### src/rtl/trapez_peak_sampler_pkg.sv
// Shared settings for the trapezoid peak sampler.
// Holds the default widths, the frame FSM state type and the default-width event record layout.
package package_settings;

   localparam int unsigned SIZE_SHAPER_DATA = 16;
   localparam int unsigned SIZE_PEAK_LEN    = 10;
   localparam int unsigned SIZE_PEAK_TS     = 32;
   localparam int unsigned SIZE_PEAK_DROP   = 16;

   typedef enum logic [1:0] {IDLE, RISE, FLAT, FALL} peak_state_t;

   typedef struct packed {
      logic [SIZE_SHAPER_DATA-1:0] height;
      logic [SIZE_SHAPER_DATA-1:0] max;
      logic [SIZE_PEAK_TS-1:0]     ts;
      logic                        pileup;
   } peak_event_t;

endpackage

### src/rtl/trapez_peak_sampler_buffer.sv
// One-entry valid/ready holding register for committed event records.
// Ports:
//   clk, reset       system clock, synchronous active-high reset
//   push, push_rec   committed record from the frame FSM
//   ready            consumer accepts the held record
//   valid, rec       held record and its valid flag
//   drop_cnt         records lost because the entry was full, saturating
module peak_event_buffer #(
   parameter int unsigned REC_W  = 65,
   parameter int unsigned DROP_W = 16
) (
   input  logic              clk,
   input  logic              reset,
   input  logic              push,
   input  logic [REC_W-1:0]  push_rec,
   input  logic              ready,
   output logic              valid,
   output logic [REC_W-1:0]  rec,
   output logic [DROP_W-1:0] drop_cnt
);

   logic              valid_q, valid_d;
   logic [REC_W-1:0]  rec_q, rec_d;
   logic [DROP_W-1:0] drop_q, drop_d;
   logic              pop;

   always_comb begin
      valid_d = valid_q;
      rec_d   = rec_q;
      drop_d  = drop_q;
      pop     = valid_q & ready;
      if (push && (!valid_q || pop)) begin
         // A pop in the same cycle frees the slot for the new record.
         valid_d = 1'b1;
         rec_d   = push_rec;
      end else if (push) begin
         if (drop_q != '1) begin
            drop_d = drop_q + DROP_W'(1);
         end
      end else if (pop) begin
         valid_d = 1'b0;
      end
   end

   always_ff @(posedge clk) begin
      if (reset) begin
         valid_q <= 1'b0;
         rec_q   <= '0;
         drop_q  <= '0;
      end else begin
         valid_q <= valid_d;
         rec_q   <= rec_d;
         drop_q  <= drop_d;
      end
   end

   assign valid    = valid_q;
   assign rec      = rec_q;
   assign drop_cnt = drop_q;

endmodule

### src/rtl/trapez_peak_sampler.sv
// Frames each trapezoid-shaped pulse from its trigger edge, samples the flat-top midpoint
// height and maximum, flags pile-up, timestamps the trigger and hands one record per pulse
// to the readout stage through a one-entry valid/ready buffer.
// Ports:
//   clk, reset                     system clock, synchronous active-high reset
//   enable                         0 aborts the current frame and holds the FSM idle
//   pulse_time                     trigger, rising edge starts a frame
//   shaper_data                    signed shaper output
//   rise_len, flat_len, threshold  frame parameters, latched at frame start
//   event_valid, event_ready       record handshake
//   event_height, event_max        flat-top midpoint sample and flat-top maximum
//   event_ts, event_pileup         trigger timestamp and pile-up flag
//   drop_cnt                       records lost to backpressure, saturating
module trapez_peak_sampler
   import package_settings::*;
#(
   parameter int unsigned DATA_W = SIZE_SHAPER_DATA,
   parameter int unsigned LEN_W  = SIZE_PEAK_LEN,
   parameter int unsigned TS_W   = SIZE_PEAK_TS,
   parameter int unsigned DROP_W = SIZE_PEAK_DROP
) (
   input  logic              clk,
   input  logic              reset,
   input  logic              enable,
   input  logic              pulse_time,
   input  logic [DATA_W-1:0] shaper_data,
   input  logic [LEN_W-1:0]  rise_len,
   input  logic [LEN_W-1:0]  flat_len,
   input  logic [DATA_W-1:0] threshold,
   output logic              event_valid,
   input  logic              event_ready,
   output logic [DATA_W-1:0] event_height,
   output logic [DATA_W-1:0] event_max,
   output logic [TS_W-1:0]   event_ts,
   output logic              event_pileup,
   output logic [DROP_W-1:0] drop_cnt
);

   localparam int unsigned REC_W = 2 * DATA_W + TS_W + 1;

   peak_state_t       state_q, state_d;
   logic [LEN_W-1:0]  cnt_q, cnt_d;
   logic [LEN_W-1:0]  rise_q, rise_d;
   logic [LEN_W-1:0]  flat_q, flat_d;
   logic [DATA_W-1:0] thr_q, thr_d;
   logic [TS_W-1:0]   ts_q, ts_d;
   logic [TS_W-1:0]   ts_lat_q, ts_lat_d;
   logic              pileup_q, pileup_d;
   logic [DATA_W-1:0] max_q, max_d;
   logic [DATA_W-1:0] height_q, height_d;
   logic              pt_prev_q, pt_prev_d;

   logic              trig;
   logic              cnt_last;
   logic [LEN_W-1:0]  len_cur;
   logic              commit;
   logic              push;
   logic [REC_W-1:0]  push_rec;
   logic [REC_W-1:0]  buf_rec;

   // Zero lengths would make an empty phase; they behave as one cycle.
   function automatic logic [LEN_W-1:0] eff_len(input logic [LEN_W-1:0] len);
      return (len == '0) ? LEN_W'(1) : len;
   endfunction

   always_comb begin
      state_d   = state_q;
      cnt_d     = cnt_q;
      rise_d    = rise_q;
      flat_d    = flat_q;
      thr_d     = thr_q;
      ts_d      = ts_q + TS_W'(1);
      ts_lat_d  = ts_lat_q;
      pileup_d  = pileup_q;
      max_d     = max_q;
      height_d  = height_q;
      pt_prev_d = pulse_time;
      commit    = 1'b0;

      trig     = pulse_time & ~pt_prev_q;
      len_cur  = (state_q == FLAT) ? flat_q : rise_q;
      cnt_last = (cnt_q == len_cur - LEN_W'(1));

      unique case (state_q)
         IDLE: begin
            if (enable && trig) begin
               state_d  = RISE;
               cnt_d    = '0;
               rise_d   = eff_len(rise_len);
               flat_d   = eff_len(flat_len);
               thr_d    = threshold;
               ts_lat_d = ts_q;
               pileup_d = 1'b0;
            end
         end
         RISE: begin
            if (trig) pileup_d = 1'b1;
            if (cnt_last) begin
               state_d = FLAT;
               cnt_d   = '0;
            end else begin
               cnt_d = cnt_q + LEN_W'(1);
            end
         end
         FLAT: begin
            if (trig) pileup_d = 1'b1;
            if (cnt_q == '0 || $signed(shaper_data) > $signed(max_q)) begin
               max_d = shaper_data;
            end
            // Midpoint index floor((F-1)/2); F >= 1 so no underflow.
            if (cnt_q == ((flat_q - LEN_W'(1)) >> 1)) begin
               height_d = shaper_data;
            end
            if (cnt_last) begin
               state_d = FALL;
               cnt_d   = '0;
            end else begin
               cnt_d = cnt_q + LEN_W'(1);
            end
         end
         FALL: begin
            if (trig) pileup_d = 1'b1;
            if (cnt_last) begin
               state_d = IDLE;
               cnt_d   = '0;
               commit  = 1'b1;
            end else begin
               cnt_d = cnt_q + LEN_W'(1);
            end
         end
         default: state_d = IDLE;
      endcase

      // Abort wins over everything, including a commit on the last FALL cycle.
      if (!enable) begin
         state_d = IDLE;
         cnt_d   = '0;
         commit  = 1'b0;
      end

      push     = commit & ($signed(max_q) >= $signed(thr_q));
      // pileup_d so an edge on the final FALL cycle is still reported.
      push_rec = {height_q, max_q, ts_lat_q, pileup_d};
   end

   always_ff @(posedge clk) begin
      if (reset) begin
         state_q   <= IDLE;
         cnt_q     <= '0;
         rise_q    <= '0;
         flat_q    <= '0;
         thr_q     <= '0;
         ts_q      <= '0;
         ts_lat_q  <= '0;
         pileup_q  <= 1'b0;
         max_q     <= '0;
         height_q  <= '0;
         pt_prev_q <= 1'b0;
      end else begin
         state_q   <= state_d;
         cnt_q     <= cnt_d;
         rise_q    <= rise_d;
         flat_q    <= flat_d;
         thr_q     <= thr_d;
         ts_q      <= ts_d;
         ts_lat_q  <= ts_lat_d;
         pileup_q  <= pileup_d;
         max_q     <= max_d;
         height_q  <= height_d;
         pt_prev_q <= pt_prev_d;
      end
   end

   peak_event_buffer #(
      .REC_W  (REC_W),
      .DROP_W (DROP_W)
   ) u_buffer (
      .clk      (clk),
      .reset    (reset),
      .push     (push),
      .push_rec (push_rec),
      .ready    (event_ready),
      .valid    (event_valid),
      .rec      (buf_rec),
      .drop_cnt (drop_cnt)
   );

   assign {event_height, event_max, event_ts, event_pileup} = buf_rec;

endmodule

### config.mk
export PLATFORM = sky130hd
export DESIGN_NAME = trapez_peak_sampler
export DESIGN_NICKNAME = d
export VERILOG_FILES = /design/src/rtl/trapez_peak_sampler_pkg.sv /design/src/rtl/trapez_peak_sampler_buffer.sv /design/src/rtl/trapez_peak_sampler.sv
export SDC_FILE = /design/constraint.sdc
export NUM_CORES = 1
export LEC_CHECK = 0
export BUFFER_PORTS_ARGS = -buffer_cell sky130_fd_sc_hd__buf_2
export CORE_ASPECT_RATIO = 0.7
export CORE_UTILIZATION = 45
export CTS_CLUSTER_DIAMETER = 80
export CTS_CLUSTER_SIZE = 8
export DETAILED_ROUTE_END_ITERATION = 6
export PLACE_DENSITY = 0.69
export SYNTH_ARGS = -nofsm -noshare
export SYNTH_HDL_FRONTEND = slang
export SYNTH_SLANG_ARGS = --single-unit
export TNS_END_PERCENT = 30
### constraint.sdc
create_clock -name clk -period 9 [get_ports clk]
set_clock_uncertainty 0.1 [all_clocks]
set_input_delay 1.8 -clock clk [delete_from_list [all_inputs] [get_ports clk]]
set_output_delay 1.8 -clock clk [all_outputs]
set_load 0.005 [all_outputs]
==> results.rst <==
.. list-table::
   :header-rows: 1

   * - Metric
     - Value
   * - Buffer levels on the longest clock path
     - 3
   * - Count of nets left with antenna violations after detail routing
     - 0
   * - Share of synthesized registers carrying an async set or reset
     - 0
   * - Simple-Gate Fraction of Synth Area
     - 0.2375
   * - Pwr Density
     - 180.9 mW/mm^2
   * - Half-perimeter wire length after detailed placement
     - 19.99 mm
   * - Buffer cell driving the clock tree root
     - sky130_fd_sc_hd__clkbuf_16
   * - Sequential power share
     - 0.444
   * - Category of cells accounting for the largest share of critical-path delay
     - simple AND/OR/NAND/NOR gates
   * - Floorplan core area
     - 0.02399 mm^2
   * - Xor and xnor fraction of the mapped netlist area
     - 0.03834
   * - Number of nets in the final layout
     - 1,506
   * - Inserted Clock Buffers
     - 34
   * - Chip height
     - 134.0 um
   * - Synthesized-area fraction occupied by adder cells
     - 0.04807
   * - Antenna cell count
     - 0
   * - Final number of hold-violating endpoints
     - 0
   * - Total of endpoints with negative setup slack in the final report
     - 0
   * - Clock network power share
     - 0.491
   * - Synthesized-area fraction occupied by ao, oa, aoi and oai cells
     - 0.1688
   * - Cell Rows
     - 47
   * - Maximum vdd drop
     - 0.1163 mV
   * - Clock transition at path regs
     - 0.05 ns
   * - Count of boundary I/O pins
     - 139
   * - Dominant cell by count in the synthesized netlist
     - sky130_fd_sc_hd__dfxtp_1
   * - Largest fanout on the critical path
     - 53
   * - Comb pwr share
     - 0.065
   * - Netlist cell types
     - 63
   * - Type of element capturing the critical path
     - flip-flop
   * - Drt total wl
     - 30.03 mm
   * - Max Clock Freq
     - 228.3 MHz
   * - Detailed-route DRC error count
     - 0
   * - Detail-routed net length per standard cell
     - 17.40 um
   * - Via-to-Cell Ratio
     - 5.744
   * - Drt initial violations
     - 745
   * - Pin count of the biggest net entering global routing
     - 119
   * - Die area
     - 0.02552 mm^2
   * - Mapped Cells
     - 1,333
   * - Shortest clock period the worst path allows after layout
     - 4.380 ns
   * - List of cells traversed by the critical path
     - inv_1 > ha_1 > buf_4 > mux2i_2 > o211ai_1 > o21a_1 > nor4_4 > nand4_1 > buf_4 > a2111oi_0 > a211oi_1
   * - Leakage power of the design
     - 4.748 nW
   * - Largest area contributor in the netlist
     - sky130_fd_sc_hd__dfxtp_1
   * - Primary FF master, synth
     - sky130_fd_sc_hd__dfxtp_1
   * - Aggregate negative setup slack
     - 0 ns
   * - Area of the mapped netlist
     - 0.01119 mm^2
   * - Clock latency reported for the late side of the worst-skew pair
     - 0.51 ns
   * - Initial cell density of the core
     - 0.4665
   * - CP startpoint kind
     - flip-flop
   * - Endpoint arrival time on the critical path
     - 4.65 ns
   * - Post-route cell area
     - 0.01285 mm^2
   * - Worst-case setup slack after placement
     - 4.373 ns
   * - Worst slew margin relative to its limit
     - 0.2393
   * - Number of global-route vias before repair
     - 9,586
   * - Most Frequent Cell on Critical Path
     - sky130_fd_sc_hd__buf_4
   * - Layout cell share with drive strength beyond 1
     - 0.1577
   * - Result of the run
     - complete, no violations
   * - DR vias
     - 9,914
   * - Smallest setup slack after layout
     - 4.620 ns
   * - Portion of the clock cycle consumed by the worst path in the final layout
     - 0.4867
   * - Mapped Nets
     - 1,433
   * - Post-CTS setup buffer count
     - 0
   * - Unrepaired setup endpoints after global routing
     - no
   * - Number of synthesized flops with an enable pin
     - 0
   * - Register bit total from synthesis
     - 228
   * - Congestion Overflow GR
     - 0
   * - Final Hold Slack
     - 0.3530 ns
   * - Die span in x
     - 190.5 um
   * - Most numerous cell types in the synthesized netlist
     - sky130_fd_sc_hd__dfxtp_1 (228), sky130_fd_sc_hd__a21oi_1 (159), sky130_fd_sc_hd__nand2_1 (156), sky130_fd_sc_hd__clkbuf_1 (85), sky130_fd_sc_hd__nand4_1 (82)
   * - First-pass GRT wire length
     - 49.01 mm
   * - Combinational family with the most area after synthesis
     - simple AND/OR/NAND/NOR gates
   * - Drt first pass iters
     - 5
   * - Internal power contribution
     - 0.001776 W
   * - Clock tree from TritonCTS
     - done
   * - Total of hold buffers inserted after clock tree synthesis
     - 0
   * - Net load switching power
     - 0.0005489 W
   * - Worst Max-Slew Pin Slew
     - 1.141 ns
   * - YS warnings
     - 0
   * - Switching part of the total power
     - 0.2361
   * - Max stage delay on crit path
     - 0.71 ns
   * - Min-Delay Path Class
     - reg -> reg
   * - Area growth, synth to finish
     - 14.80%
   * - Maximum level of the CTS H-tree
     - 2
   * - Antenna violations before repair
     - 0
   * - Critical Path RT
     - 9.27 ns
   * - Max-slew violation count
     - 0
   * - Count of buffer and inverter cells on the critical path
     - 3
   * - WS Path Type
     - reg -> reg
   * - Number of clock sinks seen by CTS
     - 228
   * - GRT Resource Usage Total
     - 0.2366
   * - MaxCap Viol Count
     - 0
   * - Top post-synthesis cells by area
     - sky130_fd_sc_hd__dfxtp_1 (41%), sky130_fd_sc_hd__a21oi_1 (7.1%), sky130_fd_sc_hd__nand2_1 (5.2%)
   * - Post-Syn Area per Cell
     - 8.397 um^2
   * - I/O Buffers
     - 138
   * - Placed cell area
     - 0.01194 mm^2
   * - Post-synthesis sequential area ratio
     - 0.4078
   * - Share of the synthesized area in the top cell type
     - 0.4078
   * - Gpl congestion
     - 0.8773
   * - Total of cells resized after clock tree synthesis
     - 0
   * - Master of the slowest instance on the critical path
     - sky130_fd_sc_hd__nand4_1
   * - Portion of netlist area occupied by mux cells
     - 0.04069
==> sequential cells by signal (all words and copies together) (netlist names), 2 cells and up <==
signal	count
flat_q	10
max_q	16
u_buffer.rec	65
u_buffer.drop_cnt	16
thr_q	16
ts_q	32
cnt_q	10
height_q	16
ts_lat_q	32
rise_q	10
state_q	2
==> worst reg2reg max path, stage by stage, from the launching register on <==
cell and delay [ns]:
sky130_fd_sc_hd__dfxtp_1 0.32, sky130_fd_sc_hd__inv_1 0.13, sky130_fd_sc_hd__ha_1 0.25, sky130_fd_sc_hd__buf_4 0.35, sky130_fd_sc_hd__mux2i_2 0.31, sky130_fd_sc_hd__o211ai_1 0.21, sky130_fd_sc_hd__o21a_1 0.26, sky130_fd_sc_hd__nor4_4 0.39
sky130_fd_sc_hd__nand4_1 0.71, sky130_fd_sc_hd__buf_4 0.61, sky130_fd_sc_hd__a2111oi_0 0.52, sky130_fd_sc_hd__a211oi_1 0.09
==> area by class of cell <==
class                   instances  area (um^2)
clock buffers                  34        850.8
clock inverters                 4        63.81
fillers                      2299        11140
inverters                      50        187.7
multi-input cells             943         6006
flip-flops and latches        228         4564
well taps                     318        397.9
repair buffers                149        779.5
==> metrics by stage <==
step	cells	power (W)	utilization
CTS	1726	0.002344	0.5356
finish	1726	0.002325	0.5356
global route	1726	0.002404	0.5356
global placement	1688	0.001198	0.4974
detailed placement	1688	0.001202	0.4974
floorplan	1333	0.001155	-
==> power groups by stage <==
stage	clock network, W	logic (W)	registers [W]
after floorplan	0	0.000108	0.00105
after global placement	0	0.000145	0.00105
after detailed placement	0	0.000149	0.00105
after CTS	0.00116	0.000150	0.00103
after global routing	0.00120	0.000168	0.00103
final	0.00114	0.000150	0.00103
==> layer usage <==
layer | part of all wire | GRT usage
met3 | 0.064 | 0.04893
met4 | 0.020 | 0.07156
met1 | 0.48 | 0.3381
met5 | 0 | 0
met2 | 0.43 | 0.3562
==> final timing paths <==
check / slack (ns) / from / cells after the start / to
worst max-delay path: 4.62 / state_q[0]$_SDFFE_PP0P_ / 11 / state_q[0]$_SDFFE_PP0P_
worst min-delay path: 0.35 / thr_q[8]$_SDFFE_PP0P_ / 2 / thr_q[8]$_SDFFE_PP0P_
worst max register to register: 4.62 / state_q[0]$_SDFFE_PP0P_ / 11 / state_q[0]$_SDFFE_PP0P_
worst min register to register: 0.35 / thr_q[8]$_SDFFE_PP0P_ / 2 / thr_q[8]$_SDFFE_PP0P_
==> cell usage in the layout, fill, tap and decap left out, types with 6 or more instances in the layout <==
master,count
sky130_fd_sc_hd__dfxtp_1,228
sky130_fd_sc_hd__a21oi_1,159
sky130_fd_sc_hd__nand2_1,155
sky130_fd_sc_hd__buf_2,137
sky130_fd_sc_hd__nand4_1,82
sky130_fd_sc_hd__o31ai_1,66
sky130_fd_sc_hd__nor2_1,56
sky130_fd_sc_hd__inv_1,50
sky130_fd_sc_hd__ha_1,43
sky130_fd_sc_hd__nand2b_1,41
sky130_fd_sc_hd__clkbuf_16,34
sky130_fd_sc_hd__nand3_1,28
sky130_fd_sc_hd__o21ai_0,26
sky130_fd_sc_hd__xor2_1,26
sky130_fd_sc_hd__mux2i_1,25
sky130_fd_sc_hd__nor3_1,24
sky130_fd_sc_hd__nor2b_1,23
sky130_fd_sc_hd__xnor2_1,23
sky130_fd_sc_hd__nand3b_1,18
sky130_fd_sc_hd__and3_1,17
sky130_fd_sc_hd__mux2_2,16
sky130_fd_sc_hd__nor4_1,13
sky130_fd_sc_hd__buf_4,11
sky130_fd_sc_hd__or3_1,10
sky130_fd_sc_hd__a21o_1,7
sky130_fd_sc_hd__o41ai_1,7
sky130_fd_sc_hd__o2bb2ai_1,7
sky130_fd_sc_hd__and4_1,6
sky130_fd_sc_hd__and2_1,6
==> cells by family (layout without fill, tap and decap cells) <==
family                   Yosys count  in the layout
AND/OR/NAND/NOR                  502            502
buffers and inverters            162            237
adder cells (fa/ha/maj)           43             43
XOR/XNOR                          49             49
flip-flops                       228            228
AO/OA/AOI/OAI                    306            306
multiplexers                      43             43
No activity file was read; power rests on OpenSTA's default activity.
